**config.mk**
```make
export PLATFORM = sky130hd
export DESIGN_NAME = spike_event_fifo
export DESIGN_NICKNAME = d
export VERILOG_FILES = /design/src/rtl/spike_event_fifo.sv
export SDC_FILE = /design/constraint.sdc
export NUM_CORES = 1
export LEC_CHECK = 0
export BUFFER_PORTS_ARGS = -buffer_cell sky130_fd_sc_hd__buf_2
export CORE_ASPECT_RATIO = 1.1
export CORE_MARGIN = 3
export CORE_UTILIZATION = 40
export CTS_CLUSTER_SIZE = 20
export DETAILED_ROUTE_END_ITERATION = 10
export MAX_ROUTING_LAYER = met4
export PLACE_DENSITY_LB_ADDON = 0.15
export RECOVER_POWER = 50
export REMOVE_ABC_BUFFERS = 1
export SLEW_MARGIN = 30
export SYNTH_ARGS = -nofsm -noshare
export SYNTH_HDL_FRONTEND = slang
export SYNTH_SLANG_ARGS = --single-unit
```
**constraint.sdc**
```tcl
create_clock -name clk -period 3.4 [get_ports clk]
set_input_delay 0.51 -clock clk [delete_from_list [all_inputs] [get_ports clk]]
set_output_delay 0.51 -clock clk [all_outputs]
set_load 0.01 [all_outputs]
```
**src/rtl/spike_event_fifo.sv**
```systemverilog
// spike_event_fifo: timestamps neuron spike events and buffers them in a
// small FIFO drained over a valid/ready interface. Dropped events are
// counted (saturating) and flagged with a sticky overflow bit.
//
// Build option: define SPIKE_EDGE_EN to log only rising edges of spike.
// Without it, every cycle with spike high is an event.
module spike_event_fifo #(
   parameter int DEPTH = 8,
   parameter int TS_W  = 8
) (
   input  logic                       clk,
   input  logic                       rst,
   input  logic                       spike,
   input  logic [7:0]                 state_in,
   output logic                       out_valid,
   input  logic                       out_ready,
   output logic [TS_W+7:0]            out_data,
   output logic [$clog2(DEPTH):0]     fill,
   output logic                       overflow,
   output logic [7:0]                 drop_count
);

   localparam int AW = $clog2(DEPTH);
   localparam int FW = AW + 1;
   localparam logic [FW-1:0] FULL_CNT = FW'(DEPTH);

   logic [TS_W-1:0]    ts;
   logic [TS_W+7:0]    mem [DEPTH];
   logic [AW-1:0]      wr_ptr;
   logic [AW-1:0]      rd_ptr;
   logic               event_hit;
   logic               pop;
   logic               push;
   logic               drop;

`ifdef SPIKE_EDGE_EN
   logic spike_q;

   // Previous-cycle copy of spike for rising-edge detection.
   always_ff @(posedge clk) begin
      if (rst) spike_q <= 1'b0;
      else     spike_q <= spike;
   end

   assign event_hit = spike & ~spike_q;
`else
   assign event_hit = spike;
`endif

   assign out_valid = (fill != '0);
   assign pop       = out_valid & out_ready;
   // A full FIFO can still accept an event when the head leaves this cycle.
   assign push      = event_hit & ((fill != FULL_CNT) | pop);
   assign drop      = event_hit & (fill == FULL_CNT) & ~pop;
   assign out_data  = mem[rd_ptr];

   // Free-running timestamp, wraps naturally.
   always_ff @(posedge clk) begin
      if (rst) ts <= '0;
      else     ts <= ts + TS_W'(1);
   end

   // Event storage; cleared on reset so the head reads zero afterwards.
   always_ff @(posedge clk) begin
      if (rst) begin
         for (int i = 0; i < DEPTH; i++) mem[i] <= '0;
      end else if (push) begin
         mem[wr_ptr] <= {ts, state_in};
      end
   end

   // Pointers and occupancy.
   always_ff @(posedge clk) begin
      if (rst) begin
         wr_ptr <= '0;
         rd_ptr <= '0;
         fill   <= '0;
      end else begin
         if (push) wr_ptr <= wr_ptr + AW'(1);
         if (pop)  rd_ptr <= rd_ptr + AW'(1);
         case ({push, pop})
            2'b10:   fill <= fill + FW'(1);
            2'b01:   fill <= fill - FW'(1);
            default: fill <= fill;
         endcase
      end
   end

   // Sticky overflow and saturating drop counter, cleared only by reset.
   always_ff @(posedge clk) begin
      if (rst) begin
         overflow   <= 1'b0;
         drop_count <= '0;
      end else if (drop) begin
         overflow <= 1'b1;
         if (drop_count != 8'hFF) drop_count <= drop_count + 8'd1;
      end
   end

endmodule

```
# [Word level (Yosys, flattened, before mapping)]
# Memory sizes are Yosys's and may differ from the RTL's. A register that Yosys moved wholly into a read port is not among the register bits.
# Cells that the tools add are included.
[word_totals] reg_bits=27 ramBits=128 inputBits=12 out_inout_bits=30 word_cells=39 mem_count=1
[op_classes] add_sub_neg=6 eq_ne=5 mux=11 bitwise_logic=6 n_reduce_logical=4
[memory_table] memory="mem" words=8 width=16 read_ports=1 rd_ports_with_merged_regs=1 wr=8 line="28" text="logic [TS_W+7:0] mem [DEPTH];"
[op_table] cell="$add 8x1->8 const B" count=2
[op_table] cell="$mux 16" count=1
[op_table] cell="$reduce_or 16->1" count=1
[op_table] cell="$mux 3" count=3
[op_table] cell="$ne 8x8->1 const B" count=1
[op_table] cell="$pmux 4 s2" count=1
[op_table] cell="$add 3x1->3 const B" count=2
[op_table] cell="$mux 1" count=6
[op_table] cell="$add 4x1->4 const B" count=1
[op_table] cell="$and 1x1->1" count=4
[op_table] cell="$eq 4x4->1 const B" count=1
[op_table] cell="$ne 4x4->1 const B" count=1
[op_table] cell="$reduce_bool 4->1" count=1
[op_table] cell="$sub 4x1->4 const B" count=1
[op_table] cell="$eq 2x1->1 const B" count=1
[op_table] cell="$eq 2x2->1 const B" count=1
[op_table] cell="$reduce_and 2->1" count=1
[op_table] cell="$reduce_bool 2->1" count=1
[op_table] cell="$not 1->1" count=1
[op_table] cell="$or 1x1->1" count=1

# [Logic depth before layout (Yosys ltp)]
# Gate-level depths: netlist of run 1.
[logic_depth] ltp_word=9 mapped_depth=11 depth_no_buf=9

# [Worst setup path after synthesis of run 1]
# Ideal clock, no wire load.
[synth_path] path_type="register -> register" startpoint="reg fill[1]" endpoint="reg fill[2]" setup_time_ps=132 arrival_time_ps=2695 required_time_ps=3268 slack_ps=574 path_stages_with_launch=12 n_path_buf=2 synth_period_minus_slack_ps=2826 cell_sequence="dfxtp_1 > clkbuf_1 > or4_1 > clkbuf_1 > nand2_1 > nor2_1 > xor2_1 > ha_1 > or4b_2 > mux2i_1 > o21ai_0 > nor3b_1"
[synth_via] elab_chain_cells=6 elab_cells_between_ends=11 cone_classes="2 x add/sub; 3 x eq/ne; 1 x mux; 3 x bitwise; 2 x reduce/logical"
[synth_rtl] item="start, declared" line="18" text="output logic [$clog2(DEPTH):0] fill,"
[synth_rtl] item="start signal, assigned" line="82" text="2'b10: fill <= fill + FW'(1);"
[synth_rtl] item="start signal, assigned" line="83" text="2'b01: fill <= fill - FW'(1);"
[synth_rtl] item="start signal, assigned" line="84" text="default: fill <= fill;"
[synth_rtl] item="$reduce_bool 4->1 (*)" line="50" text="assign out_valid = (fill != '0);"
[synth_rtl] item="net out_valid" line="15" text="output logic out_valid,"
[synth_rtl] item="$and 1x1->1 (*)" line="51" text="assign pop = out_valid & out_ready;"
[synth_rtl] item="$or 1x1->1" line="53" text="assign push = event_hit & ((fill != FULL_CNT) | pop);"
[synth_rtl] item="$and 1x1->1" line="53"
[synth_rtl] item="$eq 2x1->1 / $eq 2x2->1 (equally long branches)" line="81" text="case ({push, pop})"
[synth_rtl] item="$pmux 4 s2 / $reduce_bool 2->1 (equally long branches)"
# Mark *: on every way through the listed nets, which the timed path passes. The rest lies on a longest branch.
# A chain may end at the register's enable or synchronous reset.

# [Worst setup path in the final report of run 1]
[layout_path] startpoint="reg fill[0]" endpoint="reg fill[2]"
[layout_via] elab_chain_cells=6 elab_cells_between_ends=11 cone_classes="2 x add/sub; 3 x eq/ne; 1 x mux; 3 x bitwise; 2 x reduce/logical"
[layout_rtl] item="$reduce_bool 4->1" line="50"
[layout_rtl] item="$and 1x1->1" line="51"
[layout_rtl] item="$or 1x1->1" line="53"
[layout_rtl] item="$and 1x1->1" line="53"
[layout_rtl] item="$eq 2x1->1 / $eq 2x2->1 (equally long branches)" line="81"
[layout_rtl] item="$pmux 4 s2 / $reduce_bool 2->1 (equally long branches)"
# Several ways; a longest one is shown, not always the timed one.

==> impl_metrics.py, run 1 <==
metrics = {
    "worst_setup_path": {
        "critical_path.slowest_cell": "sky130_fd_sc_hd__or4_1",
        "path_buf_inv": 0,
        "critPathMaxStageDelay_ns": 0.64,
        "critPathTopFamily": "simple AND/OR/NAND/NOR gates",
        "critPathCaptureType": "flip-flop",
        "startpoint_types": "flip-flop",
        "setup.worst_path.class": "flip-flop to flip-flop",
        "timing.critical_path.arrival_ns": 3.13,
        "worst_ep_required_time_ns": 3.68,
        "path_cells": "or4_1, nand2_1, nor2_1, xor2_1, ha_1, or4b_2, mux2i_1, o21ai_0, nor3b_1",
        "path_max_fanout": 12,
    },
    "route": {
        "drtIter0Drc": 327,
        "routed_wire_length_per_instance_microns": 18.7,
        "detailroute.via_count": 4386,
        "routed_wirelength_mm": 15.6,
        "dr.pass1.iters": 4,
        "remaining_drc_errors": 0,
        "drt-vias-per-instance": 5.26,
        "final_antenna_net_count": 0,
    },
    "clock_tree": {
        "clock_latency_ns": 0.43,
        "cts_tree": "yes",
        "numCtsBuffers": 17,
        "cts_hold_buffers": 0,
        "cts_max_level": 4,
        "cts.repair.resized": 0,
        "ctsLongestPathBuffers": 2,
        "path_clk_slew_ns": 0.06,
        "clkSinkCount": 158,
        "cts.repair_timing.setup_buffer_count": 0,
        "clk_root_buffer_cell": "sky130_fd_sc_hd__clkbuf_16",
    },
    "power": {
        "p_total_mw": 5.15,
        "power.density_nw_per_um2": 639,
        "vdd.ir_drop.worst_v": 0.000364,
        "power.leakage_nw": 2.80,
    },
    "sta": {
        "unrepaired_setup_endpoints_after_global_routing": "false",
        "fmax_ghz": 0.350,
        "timing_max_transition_violations_final": 0,
        "setup_viols_final": 0,
        "final_period_minus_worst_setup_slack_ns": 2.85,
        "timing.clock.skew_ns": 0.00801,
        "worstMarginPinSlew_ns": 1.34,
        "final_period_util_pct": 83.9,
        "finalHoldViolCount": 0,
        "final.setup.tns_ns": 0,
        "worst_slew_margin_rel_pct": 10.5,
    },
    "placement": {
        "io_buffers": 41,
        "detailedPlacementHpwl_mm": 9.18,
        "place_congestion": 0.762,
    },
    "synthesis": {
        "synth_largest_type_area_fraction_pct": 55.1,
        "synth_cells": 544,
        "yosysTopAreaCell": "sky130_fd_sc_hd__edfxtp_1",
        "synth_cell_type_count": 43,
        "synth_area_leaders": "sky130_fd_sc_hd__edfxtp_1, sky130_fd_sc_hd__mux4_2, sky130_fd_sc_hd__dfxtp_1",
        "yosys_warnings": 0,
        "cell_area_synth_sq_um": 6970,
        "synth_area_per_cell_sq_um": 12.8,
        "synth_sequential_area_ratio_pct": 63.7,
        "number_of_synthesized_register_bits": 158,
    },
    "layout": {
        "multiInputGateArea_sq_um": 2350,
        "fraction_of_final_layout_cells_sized_beyond_drive_strength_1_pct": 20.3,
        "insertedDiodeCount": 0,
        "seq_area_sq_um": 4450,
        "area_growth_pct": 15.6,
        "highest_count_cells_in_the_layout_ignoring_fill_and_taps": "sky130_fd_sc_hd__nor2_1, sky130_fd_sc_hd__edfxtp_1, sky130_fd_sc_hd__nand2_1",
        "layout_commonest_cell": "sky130_fd_sc_hd__nor2_1",
        "finalNetCount": 604,
        "fillCellCount": 1566,
        "post-route-util_pct": 47.2,
    },
    "floorplan": {
        "floorplan.core_area_sq_um": 17100,
        "io-pin-count": 42,
        "die_height_microns": 144,
        "floorplan.rows": 50,
        "die_area_sq_um": 19100,
        "die_w_microns": 132,
        "start_util_pct": 40.8,
    },
    "run_status": {
        "status": "completed",
    },
    "global_route": {
        "overflow": 0,
        "global_route.usage.total_pct": 17.9,
        "grt_first_pass_wirelength_mm": 24.8,
        "antenna_found_initial": 0,
        "grt_pass1_vias": 4618,
        "grt_start_max_net_pins": 33,
    },
    "flow_run": {
        "maxCapViolations": 0,
    },
    "hold_path": {
        "min_path_type": "flip-flop to flip-flop",
    },
}
[layer usage]
metal  vias up  track usage (%)  routed length, microns
li1       2069                -                       -
met1      2202             21.2                    6730
met2        94             31.0                    8050
met3        21             3.44                     546
met4         0             5.97                     267
met5         -                -                       0
[worst min-delay path, delay by kind of cell (launching register included)]
| kind | cells | cell delay (ns) |
|---|---|---|
| buf+inv | 1 | 0.05 |
| flops | 1 | 0.31 |
| compound gates | 1 | 0.05 |
[worst paths after layout]
check,to,slack (ns),cells after the start,startpoint
setup / recovery,fill[2],0.55,9,fill[0]
hold / removal,overflow,0.45,2,overflow
setup reg to reg,fill[2],0.55,9,fill[0]
hold reg to reg,overflow,0.45,2,overflow
[stage by stage]
stage / hold WS, ns / cells / area [sq um] / worst slack (ns)
after floorplan: 0.437 / 508 / 6820 / 0.510
after global placement: 0.431 / 802 / 7490 / 0.668
after detailed placement: 0.441 / 802 / 7490 / 0.598
after CTS: 0.438 / 834 / 8110 / 0.566
after global routing: 0.488 / 834 / 8060 / 0.356
final: 0.451 / 834 / 8060 / 0.547
[flip-flops by register name, indices dropped and copies added (netlist names), named ones only]
signal / flops
drop_count: 8
fill: 4
mem: 128
overflow: 1
rd_ptr: 3
ts: 8
wr_ptr: 3
[cell usage after synthesis]
master	count
sky130_fd_sc_hd__nor2_1	152
sky130_fd_sc_hd__edfxtp_1	128
sky130_fd_sc_hd__nand2_1	47
sky130_fd_sc_hd__mux4_2	32
sky130_fd_sc_hd__dfxtp_1	30
sky130_fd_sc_hd__clkbuf_1	26
sky130_fd_sc_hd__mux2_2	18
sky130_fd_sc_hd__nand3_1	15
sky130_fd_sc_hd__nor2b_1	9
sky130_fd_sc_hd__nor3_1	8
sky130_fd_sc_hd__xor2_1	8
sky130_fd_sc_hd__buf_2	7
sky130_fd_sc_hd__a21oi_1	6
sky130_fd_sc_hd__ha_1	5
sky130_fd_sc_hd__inv_1	5
sky130_fd_sc_hd__a21o_1	4
sky130_fd_sc_hd__a211oi_1	3
sky130_fd_sc_hd__mux2i_1	3
sky130_fd_sc_hd__nor4_1	3
sky130_fd_sc_hd__or4_1	3
sky130_fd_sc_hd__xnor2_1	3
sky130_fd_sc_hd__a221oi_1	2
sky130_fd_sc_hd__a31oi_1	2
sky130_fd_sc_hd__and3_1	2
sky130_fd_sc_hd__o211ai_1	2
sky130_fd_sc_hd__o21a_1	2
sky130_fd_sc_hd__o21ai_0	2
sky130_fd_sc_hd__or3_1	2
sky130_fd_sc_hd__a31o_1	1
sky130_fd_sc_hd__a41o_1	1
sky130_fd_sc_hd__buf_1	1
sky130_fd_sc_hd__buf_6	1
sky130_fd_sc_hd__clkbuf_2	1
sky130_fd_sc_hd__nand2b_1	1
sky130_fd_sc_hd__nand3b_1	1
sky130_fd_sc_hd__nor3b_1	1
sky130_fd_sc_hd__o311ai_0	1
sky130_fd_sc_hd__o31a_2	1
sky130_fd_sc_hd__o31ai_1	1
sky130_fd_sc_hd__o41ai_1	1
sky130_fd_sc_hd__or3_4	1
sky130_fd_sc_hd__or4b_1	1
sky130_fd_sc_hd__or4b_2	1
[where the power goes]
part | internal (mW) | switching (mW)
clock | 1.21 | 0.750
combinational | 0.448 | 0.430
sequential | 2.20 | 0.113
total | 3.86 | 1.29
[cell type report]
| cell class | instances | area share, % |
|---|---|---|
| clock buffers | 27 | 7.43 |
| clock inverters | 5 | 0.357 |
| inverters | 5 | 0.233 |
| multi-input cells | 345 | 29.2 |
| flip-flops and latches | 158 | 55.1 |
| well taps | 234 | 3.63 |
| repair buffers | 60 | 4.04 |
[kinds of logic (layout without fill, tap and decap cells)]
logic type | Yosys count | count (layout) | share of synthesized area (%)
compound gates | 29 | 29 | 2.96
xor+xnor | 11 | 11 | 1.38
fa+ha+maj | 5 | 5 | 0.897
buf+inv | 41 | 97 | 2.46
flops | 158 | 158 | 63.7
mux | 53 | 53 | 13.7
simple gates | 247 | 247 | 14.9
Note: power is estimated with default switching activity, not from simulation.
==> run 2, diff against run 1 <==
Settings changed: ABC_AREA set to 1.
Clock period 3.4 ns to 2.8 ns, I/O delays scaled along.
==> impl_metrics.py, run 2 <==
metrics = {
    "layout": {
        "registers.top_by_ff_count": "mem",
        "highest_count_cells_in_the_layout_ignoring_fill_and_taps": "sky130_fd_sc_hd__nor2_1, sky130_fd_sc_hd__edfxtp_1, sky130_fd_sc_hd__nand2_1",
        "fraction_of_final_layout_cells_sized_beyond_drive_strength_1_pct": 9.35,
        "top_regs": "mem (128), drop_count (8), ts (8)",
        "layout_commonest_cell": "sky130_fd_sc_hd__nor2_1",
        "largest_reg_flops": 128,
        "finalNetCount": 785,
        "insertedDiodeCount": 0,
        "area_growth_pct": 14.8,
        "layout.cells.non_filler": 1015,
    },
    "route": {
        "detailroute.via_count": 5267,
        "routed_wire_length_per_instance_microns": 17.9,
        "routed_wirelength_mm": 18.2,
        "dr.pass1.iters": 5,
        "final_antenna_net_count": 0,
        "remaining_drc_errors": 0,
        "top_layer": "met4",
        "drt-vias-per-instance": 5.19,
        "route.layer.met1.wl_mm": 7.62,
        "detailroute.wirelength.met2_mm": 9.46,
        "drtIter0Drc": 431,
        "wl_met3_microns": 788,
    },
    "synthesis": {
        "number_of_synthesized_register_bits": 158,
        "synth_area_per_cell_sq_um": 9.58,
        "synth_xor_area_share_pct": 0.627,
        "synth_enable_flop_cells": 128,
        "synth_cell_type_count": 28,
        "synth_common_cells": "sky130_fd_sc_hd__nor2_1, sky130_fd_sc_hd__edfxtp_1, sky130_fd_sc_hd__nand2_1",
        "synth_area_leaders": "sky130_fd_sc_hd__edfxtp_1, sky130_fd_sc_hd__nor2_1, sky130_fd_sc_hd__dfxtp_1",
        "synthMuxAreaShare_pct": 0,
        "combinational_family_with_the_most_area_after_synthesis": "simple AND/OR/NAND/NOR gates",
        "synth_async_sr_flop_share_pct": 0,
        "yosysMostFrequentCell": "sky130_fd_sc_hd__nor2_1",
        "synth_compound_gate_area_share_pct": 8.53,
        "synth_simple_gate_area_share_pct": 21.7,
        "yosysTopAreaCell": "sky130_fd_sc_hd__edfxtp_1",
        "cell_area_synth_sq_um": 6980,
        "yosys_warnings": 0,
        "synth_sequential_area_ratio_pct": 63.6,
        "synth_largest_type_area_fraction_pct": 55.0,
        "ys_dominant_reg_cell": "sky130_fd_sc_hd__edfxtp_1",
        "adder_cell_fraction_of_synth_area_pct": 0.896,
        "synth_cells": 729,
    },
    "power": {
        "power.sequential.fraction_pct": 43.1,
        "power.density_nw_per_um2": 816,
        "vdd.ir_drop.worst_v": 0.000513,
        "comb_power_share_pct": 21.2,
        "swShare_pct": 29.5,
        "switching_power_mw": 1.93,
        "power.share.clock_pct": 35.7,
        "internal-power_mw": 4.61,
        "p_total_mw": 6.54,
        "power.leakage_nw": 3.13,
    },
    "hold_path": {
        "min_path_type": "input port to flip-flop",
    },
    "clock_tree": {
        "clock_latency_ns": 0.42,
        "cts_hold_buffers": 0,
        "cts_max_level": 4,
        "numCtsBuffers": 17,
        "cts_tree": "yes",
        "clkSinkCount": 158,
        "cts.repair_timing.setup_buffer_count": 0,
        "cts.repair.resized": 0,
        "clk_root_buffer_cell": "sky130_fd_sc_hd__clkbuf_16",
        "path_clk_slew_ns": 0.06,
        "ctsLongestPathBuffers": 2,
    },
    "placement": {
        "detailedPlacementHpwl_mm": 12.1,
        "io_buffers": 41,
        "post-place-ws_ns": 0.448,
        "place_congestion": 0.848,
        "place_inst": 983,
    },
    "sta": {
        "final_period_util_pct": 90.3,
        "worstMarginPinSlew_ns": 1.05,
        "final.setup.worst_slack_ns": 0.270,
        "fmax_ghz": 0.395,
        "worst_slew_margin_rel_pct": 30.2,
        "final.setup.tns_ns": 0,
        "timing.clock.skew_ns": 0.00791,
        "unrepaired_setup_endpoints_after_global_routing": "false",
        "timing_max_transition_violations_final": 0,
        "final_period_minus_worst_setup_slack_ns": 2.53,
        "final.hold.worst_slack_ns": 0.422,
        "finalHoldViolCount": 0,
        "setup_viols_final": 0,
    },
    "global_route": {
        "grt_start_max_net_pins": 47,
        "grt_first_pass_wirelength_mm": 29.0,
        "grt_pass1_vias": 5367,
        "overflow": 0,
        "global_route.usage.total_pct": 20.6,
        "antenna_found_initial": 0,
    },
    "worst_setup_path": {
        "critPathCaptureType": "output port",
        "critPathMaxStageDelay_ns": 0.35,
        "startpoint_types": "flip-flop",
        "path_cells": "inv_2, buf_12, nor2_1, o32ai_1, nand2_1, nand2_1, buf_2",
        "critPathTopFamily": "buffers and inverters",
        "path_max_fanout": 46,
        "worst_ep_required_time_ns": 2.38,
        "critical_path.slowest_cell": "sky130_fd_sc_hd__o32ai_1",
        "path_common_cell": "sky130_fd_sc_hd__nand2_1",
        "timing.critical_path.arrival_ns": 2.11,
        "setup.worst_path.class": "flip-flop to output port",
        "path_buf_inv": 3,
    },
    "floorplan": {
        "die_w_microns": 132,
        "io-pin-count": 42,
        "start_util_pct": 40.9,
        "die_height_microns": 145,
        "die_area_sq_um": 19100,
        "floorplan.rows": 50,
        "floorplan.core_area_sq_um": 17100,
    },
    "run_status": {
        "status": "completed",
    },
    "flow_run": {
        "maxCapViolations": 0,
    },
}
-- run 2: cell types whose count changed after synthesis, sizes merged, moves of 7 or more --
cell and change:
nor2 +105, a21oi +9, nand2 +60, o21ai +42, mux4 -32, inv +38
nor2b -9, o32ai +32, mux2 -18, nand3 -7
-- run 2: final timing paths --
| path | startpoint | endpoint | slack, ns | cells past startpoint |
|---|---|---|---|---|
| worst min-delay path | rst | wr_ptr[0] | 0.42 | 4 |
| worst min register to register | rd_ptr[2] | rd_ptr[2] | 0.44 | 1 |
| worst max register to register | fill[0] | mem[1][2] | 0.35 | 7 |
| worst max-delay path | flip-flop | out_data[13] | 0.27 | 7 |
-- run 2: worst min-delay path, stage by stage --
cell and delay (ns):
sky130_fd_sc_hd__buf_2 0.15, sky130_fd_sc_hd__inv_1 0.07, sky130_fd_sc_hd__nand2_1 0.08, sky130_fd_sc_hd__o21bai_1 0.07
-- run 2: per-layer routing --
layer,GRT usage (%),up-vias
met5,-,-
met4,6.03,0
met3,4.24,23
met2,36.3,124
met1,24.0,2595
li1,-,2525
-- run 2: cell families (layout without fill, tap and decap cells) --
kind of cell               after synthesis  in the layout
buffers and inverters                   83            135
AOI/OAI and AO/OA                       94             94
DFF                                    158            158
xor gates and xnor gates                 5              5
and+or+nand+nor                        384            384
adders and majority gates                5              5
-- run 2: power groups by stage --
stage,Sequential [mW],Clock [mW],Combinational (mW)
detailed placement,2.87,0,1.41
floorplan,2.90,0,0.816
global route,2.84,2.47,1.55
global placement,2.87,0,1.38
CTS,2.82,2.36,1.42
finish,2.82,2.33,1.39
-- run 2: through the flow --
stage | utilization, % | area, sq um
after floorplan | - | 6830
after global placement | 43.7 | 7470
after detailed placement | 43.7 | 7470
after CTS | 47.3 | 8070
after global routing | 47.0 | 8020
final | 47.0 | 8020
-- run 2: area by class of cell --
class / count / area, sq um
Clock buffer: 26 / 522
Clock inverter: 6 / 78.8
Fill cell: 1637 / 9060
Inverter: 45 / 169
Multi-Input combinational cell: 488 / 2200
Sequential cell: 158 / 4450
Tap cell: 234 / 293
Timing Repair Buffer: 58 / 305
